--- src/rtl/output_packer.sv ---
// Packs a stream of scalar elements into one wide vector and issues it downstream
// as a single-cycle o_valid pulse once the consumer reports idle.
module output_packer #(
    parameter int numInput   = 10,
    parameter int inputWidth = 16
) (
    input  logic                           i_clk,
    input  logic                           i_rstn,
    input  logic [inputWidth-1:0]          i_data,
    input  logic                           i_valid,
    input  logic                           i_last,
    output logic                           o_ready,
    input  logic                           i_ready,
    output logic [numInput*inputWidth-1:0] o_data,
    output logic                           o_valid,
    output logic [7:0]                     o_count,
    output logic [1:0]                     o_err
);

    // state | meaning
    // FILL  | accepting elements into slot o_count
    // FULL  | vector complete and frozen, waiting for i_ready to issue it
    typedef enum logic {FILL = 1'b0, FULL = 1'b1} state_t;

    localparam logic [7:0] LAST_IDX = 8'(numInput - 1);

    state_t                  state_q, state_d;
    logic                    accept;
    logic                    last_slot;
    logic                    early_last;
    logic                    issue;
    logic [7:0]              count_q;
    logic [1:0]              err_q;
    logic                    valid_q;
    logic [inputWidth-1:0]   slot_q [numInput];

    always_ff @(posedge i_clk or negedge i_rstn) begin
        if (!i_rstn) begin
            state_q <= FILL;
        end else begin
            state_q <= state_d;
        end
    end

    always_comb begin
        state_d    = state_q;
        accept     = 1'b0;
        last_slot  = 1'b0;
        early_last = 1'b0;
        issue      = 1'b0;
        case (state_q)
            FILL: begin
                if (i_valid) begin
                    accept     = 1'b1;
                    last_slot  = (count_q == LAST_IDX);
                    early_last = i_last && !last_slot;
                    if (last_slot || early_last) begin
                        state_d = FULL;
                    end
                end
            end
            FULL: begin
                if (i_ready) begin
                    issue   = 1'b1;
                    state_d = FILL;
                end
            end
        endcase
    end

    always_ff @(posedge i_clk or negedge i_rstn) begin
        if (!i_rstn) begin
            count_q <= '0;
            err_q   <= '0;
            valid_q <= 1'b0;
        end else begin
            valid_q <= issue;
            if (issue) begin
                count_q <= '0;
            end else if (accept) begin
                count_q <= count_q + 8'd1;
            end
            // Anything offered while the vector is frozen is lost
            if (i_valid && (state_q == FULL)) begin
                err_q[0] <= 1'b1;
            end
            if (early_last || (last_slot && !i_last)) begin
                err_q[1] <= 1'b1;
            end
        end
    end

    // A short frame clears the unused upper slots so stale data never leaks out
    always_ff @(posedge i_clk or negedge i_rstn) begin
        if (!i_rstn) begin
            for (int k = 0; k < numInput; k++) begin
                slot_q[k] <= '0;
            end
        end else if (accept) begin
            for (int k = 0; k < numInput; k++) begin
                if (k == int'(count_q)) begin
                    slot_q[k] <= i_data;
                end else if (early_last && (k > int'(count_q))) begin
                    slot_q[k] <= '0;
                end
            end
        end
    end

    for (genvar g = 0; g < numInput; g++) begin : g_pack
        assign o_data[g*inputWidth +: inputWidth] = slot_q[g];
    end

    assign o_ready = (state_q == FILL);
    assign o_valid = valid_q;
    assign o_count = count_q;
    assign o_err   = err_q;

endmodule

--- config.mk ---
export PLATFORM = sky130hd
export DESIGN_NAME = output_packer
export DESIGN_NICKNAME = d
export VERILOG_FILES = /design/src/rtl/output_packer.sv
export SDC_FILE = /design/constraint.sdc
export NUM_CORES = 1
export LEC_CHECK = 0
export BUFFER_PORTS_ARGS = -buffer_cell sky130_fd_sc_hd__buf_4
export CORE_MARGIN = 1
export CORE_UTILIZATION = 50
export CTS_BUF_LIST = sky130_fd_sc_hd__clkbuf_8
export CTS_CLUSTER_DIAMETER = 120
export DETAILED_ROUTE_END_ITERATION = 8
export PLACE_DENSITY_LB_ADDON = 0.15
export SKIP_LAST_GASP = 1
export SYNTH_ARGS = -nofsm -noshare
export SYNTH_HDL_FRONTEND = slang
export SYNTH_SLANG_ARGS = --single-unit
--- constraint.sdc ---
create_clock -name i_clk -period 2.3 [get_ports i_clk]
set_input_delay 0 -clock i_clk [delete_from_list [all_inputs] [get_ports i_clk]]
set_output_delay 0 -clock i_clk [all_outputs]
set_load 0.005 [all_outputs]
# After elaboration in Yosys (flattened, before gate mapping)
# Cells that the tools add are included.
# classes
n_addsub,1
eq_ne,10
n_lt_le_gt_ge,9
n_mux,32
n_bitwise,1
n_reduce_logical,37
# op_table
cell,count
2-to-1 mux 16 bit,18
== test 4 x 8 -> 1 bit (first input constant),4
greater-than comparator 3 x 8 -> 1 bit (first input constant),4
AND reduction 2 bit,10
nonzero test 2 bit,10
== test 3 x 8 -> 1 bit (first input constant),2
== test 5 x 8 -> 1 bit (first input constant),2
greater-than comparator 2 x 8 -> 1 bit (first input constant),2
greater-than comparator 4 x 8 -> 1 bit (first input constant),2
2-to-1 mux 8 bit,2
logical AND 1 bit,12
2-to-1 mux 1 bit,11
adder 8 x 1 -> 8 bit (second input constant),1
== test 2 x 8 -> 1 bit (first input constant),1
== test 8 x 4 -> 1 bit (second input constant),1
greater-than comparator 1 x 8 -> 1 bit (first input constant),1
logical NOT 8 bit,1
logical NOT 1 bit,2
logical OR 1 bit,2
case mux 1 bit (2 select lines),1
NOT 1 bit,1
# totals
elab_cells,105
reg_bits,172
out_inout_bits,172

# Logic depth before layout (Yosys ltp)
# logic_depth
ltp_word,8
depth_mapped,8

# Worst setup path after synthesis
# Ideal clock, no wire load.
# synth_path
path_kind,reg-to-reg
startpoint,reg count_q[1] (netlist: o_count[1])
endpoint,reg slot_q (netlist bit o_data[150])
path_stages_with_launch,9
setup_time_ns,0.121
slack_ns,0.272
path_buffers,2
synth_period_minus_slack_ns,2.028
arrival_time_ns,1.907
path_cell_list,dfrtp_1 clkbuf_1 inv_1 ha_1 nor4bb_1 o2bb2ai_1 nand2_1 clkbuf_1 a22o_1
# synth_via
elab_chain_len,8
# synth_rtl
item,line,rtl
start: declaration,32,logic [7:0] count_q;
start signal: assignment,81,count_q <= count_q + 8'd1;
== test 8 x 4 -> 1 bit,55,last_slot = (count_q == LAST_IDX);
logical NOT 1 bit,56,early_last = i_last && !last_slot;
logical AND 1 bit,56,
2-to-1 mux 1 bit,53,if (i_valid) begin
2-to-1 mux 1 bit,51,case (state_q)
logical AND 1 bit,103,end else if (early_last && (k > int'(count_q))) begin
nonzero test 2 bit (no line),n/a,
AND reduction 2 bit (no line),n/a,
end signal: indexed assignment,102,slot_q[k] <= i_data;
end: declaration,35,logic [inputWidth-1:0] slot_q [numInput];
# Parallel ways exist; a longest one is shown, timed or not.
# A chain may end at the register's enable or synchronous reset.

# Worst setup path in the final report
# layout_path
startpoint,reg count_q[5] (netlist: o_count[5])
endpoint,reg slot_q (netlist bit o_data[119])
# The elaborated chain is that of the path after synthesis.

==> metrics.md <==
| Metric | Value |
|---|---|
| Die Wd | 117 um |
| Internal | 6450 uW |
| Sw Ratio | 0.299 |
| Pre-antenna DRT Iters | 5 |
| H-tree levels | 4 |
| Core Region | 12,800 um2 |
| Sequential fraction of design power | 0.469 |
| Rel. slew slack | 0.490 |
| Crit path DAT | 2.53 ns |
| Crit path kind | flip-flop to flip-flop |
| Post-synth top area cell | dfrtp_1 |
| Crit path max fanout | 16 |
| Simple-gate area share of the yosys netlist | 0.0444 |
| Via count | 5,024 |
| Worst-Skew Late Latency | 0.45 ns |
| Routed met3 length | 1210 um |
| CTS sink cnt | 172 |
| DR vias/cell | 5.88 |
| Final Max Slew Viols | 0 |
| Fin. Hold Viols | 0 |
| Die area | 13,700 um2 |
| Xor/xnor share of the synthesized area | 0.00265 |
| Combinational share of power | 0.314 |
| Uppermost layer routed | met4 |
| Pre-CTS WS | 0.132 ns |
| Port bufs | 192 |
| Required @ worst endpoint | 2.69 ns |
| Overall power | 9200 uW |
| Area Growth Syn to Fin | 33.2% |
| Initial core utilization | 0.518 |
| Total CTS buffers | 17 |
| Die height | 117 um |
| Clk pwr share | 0.217 |
| Area contributors post-synth | dfrtp_1 65%, a22o_1 19%, mux2_4 2.3% |
| Synth unique cells | 43 |
| Final period util | 0.930 |
| Adder-cell area share of the yosys netlist | 0.00946 |
| Vias in the first global route | 4,912 |
| Fin Setup TNS | 0 ns |
| Sequential cell area | 4300 um2 |
| Clock transition at the registers of the reported paths | 0.08 ns |
| Synth warn | 0 |
| #FFs+latches synth | 172 |
| Mapped Cells | 466 |
| Multi-input logic area | 2040 um2 |
| Routed Wire Length | 18,500 um |
| Iteration-0 DRC Markers | 417 |
| Synthesized net count | 492 |
| Post-Syn Area | 6620 um2 |
| Metal1 wirelength | 8180 um |
| Crit. End Element | flip-flop |
| Compound-Gate Fraction of Synth Area | 0.215 |
| Worst IR Drop VDD | 0.000629 V |
| Yosys top cell area share | 0.651 |
| Max-cap violations | 0 |
| Std cell rows | 41 |
| Min-Delay Path Class | primary input to async pin |
| First-pass GRT wire length | 28,400 um |
| Share of post-route cells with drive strength above 1 | 0.387 |
| Net Switching | 2750 uW |
| Post-synth ARST share | 1.00 |
| Highest Clock Rate | 468 MHz |
| R2R Path Start | o_count[5]$_DFFE_PN0P_ |
| Outcome | completed |
| RSZ-0062 raised after global routing | no |
| Post-synth top flop | dfrtp_1 |
| Initial antenna violation count | 0 |
| Total Nets Final | 698 |
| CTS tree | built |
| Design Area, Final | 8810 um2 |
| Fill count | 940 |
| Register area share after synthesis | 0.651 |
| GRT overflow | 0 |
| Diode count | 0 |
| Largest net degree at the start of global routing | 77 |
| Largest family of logic cells by synthesized area | compound AO/OA/AOI/OAI gates |
| Startpoint Class | flip-flop |
| Final setup vio count | 0 |
| DRC | 0 |
| Clk_skew | 0.0108 ns |
| Post-route minimum period | 2.14 ns |
| Worst setup startpoint | o_count[5]$_DFFE_PN0P_ |
| Slew @ Worst Pin | 0.765 ns |
| GRT Util Overall | 0.286 |
| Most frequent cell after synthesis | dfrtp_1 |
| Worst hold slack | 0.0799 ns |
| Final Wtd Congestion | 0.836 |
| IO Pins | 193 |
| Clock root buffer | clkbuf_8 |
| Power per cell area | 1040 nW/um2 |
| Post-synth EDFFs | 0 |
| Placed Area | 8210 um2 |
| Routed wl met2 | 8780 um |
| Final WS setup | 0.162 ns |
| DP HPWL | 12,600 um |
| Pleak | 0.00461 uW |
| Avg Synthesized Cell Area | 14.2 um2 |
| Synth top cells by count | 172 x dfrtp_1, 147 x a22o_1, 16 x buf_1 |
| Mux share of post-synthesis cell area | 0.0361 |
| WL per Instance | 21.6 um |
| Post-DRT Antenna Nets | 0 |
| Worst-case clock buffer depth | 2 |
## flip-flops by register name (all words and copies together), names as in the netlist
signal   count
o_data     160
o_count      8
o_err        2
o_valid      1
state_q      1
## worst max-delay path, cell delays in order, from the launching register on
cell and delay [ns]:
dfrtp_1 0.45, or4_4 0.59, nor2_1 0.21, and2_1 0.58, a22o_1 0.25
## placed cells by master (no fill, tap or decap), drive strengths merged, types with 5 or more instances in the layout
master	count
mux2	17
dfrtp	172
ha	5
nand4	5
clkbuf	19
dlygate4sd3	21
nand2	14
nor2	7
a22o	147
o21ai	8
inv	9
buf	216
## repair_timing
item                                    in CTS  in global routing
gates resized for setup                      0                  1
endpoints found under the setup margin       0                 16
buffers inserted                             0                  0
hold buffers                                22                  0
endpoints found under the hold margin      344                  0
## routing by layer
metal	GRT usage	vias to the layer above
li1	-	2164
met1	0.409	2621
met2	0.430	219
met4	0.101	0
met3	0.0685	20
met5	0	-
## path summary, 6_finish.rpt
check | end | slack (ns) | cells after the start
max reg2reg | o_data[119]$_DFFE_PN0P_ | 0.16 | 4
min | o_data[99]$_DFFE_PN0P_ | 0.08 | 3
min in group i_clk | o_err[0]$_DFFE_PN0P_ | 0.35 | 3
min reg2reg | o_err[1]$_DFFE_PN0P_ | 0.46 | 1
max in group asynchronous | o_data[47]$_DFFE_PN0P_ | 1.73 | 3
max | o_data[119]$_DFFE_PN0P_ | 0.16 | 4
## logic make-up (layout without fill, tap and decap cells)
| group | Yosys count | count (layout) |
|---|---|---|
| flip-flops | 172 | 172 |
| AO/OA/AOI/OAI | 167 | 167 |
| buffers and inverters | 54 | 271 |
| AND/OR/NAND/NOR | 48 | 48 |
| multiplexers | 18 | 18 |
| adder cells (fa/ha/maj) | 5 | 5 |
| XOR/XNOR | 2 | 2 |
## metrics by stage
stage / util / instances
after floorplan: - / 466
after global placement: 0.643 / 803
after detailed placement: 0.643 / 803
after CTS: 0.690 / 855
after global routing: 0.690 / 855
final: 0.690 / 855
## power groups by stage
stage / logic, uW / clock network (uW) / registers [uW]
global placement: 2760 / 0 / 4320
floorplan: 1220 / 0 / 4280
global route: 3120 / 2160 / 4390
CTS: 2900 / 2030 / 4300
detailed placement: 2870 / 0 / 4330
finish: 2890 / 2000 / 4310
## cell type report
cell class,instances,share of cell area
Clock buffer,19,0.0297
Clock inverter,11,0.0122
Inverter,4,0.00170
Multi-Input combinational cell,240,0.231
Sequential cell,172,0.488
Tap cell,172,0.0244
Timing Repair Buffer,237,0.213
No activity file was read; power rests on OpenSTA's default activity.
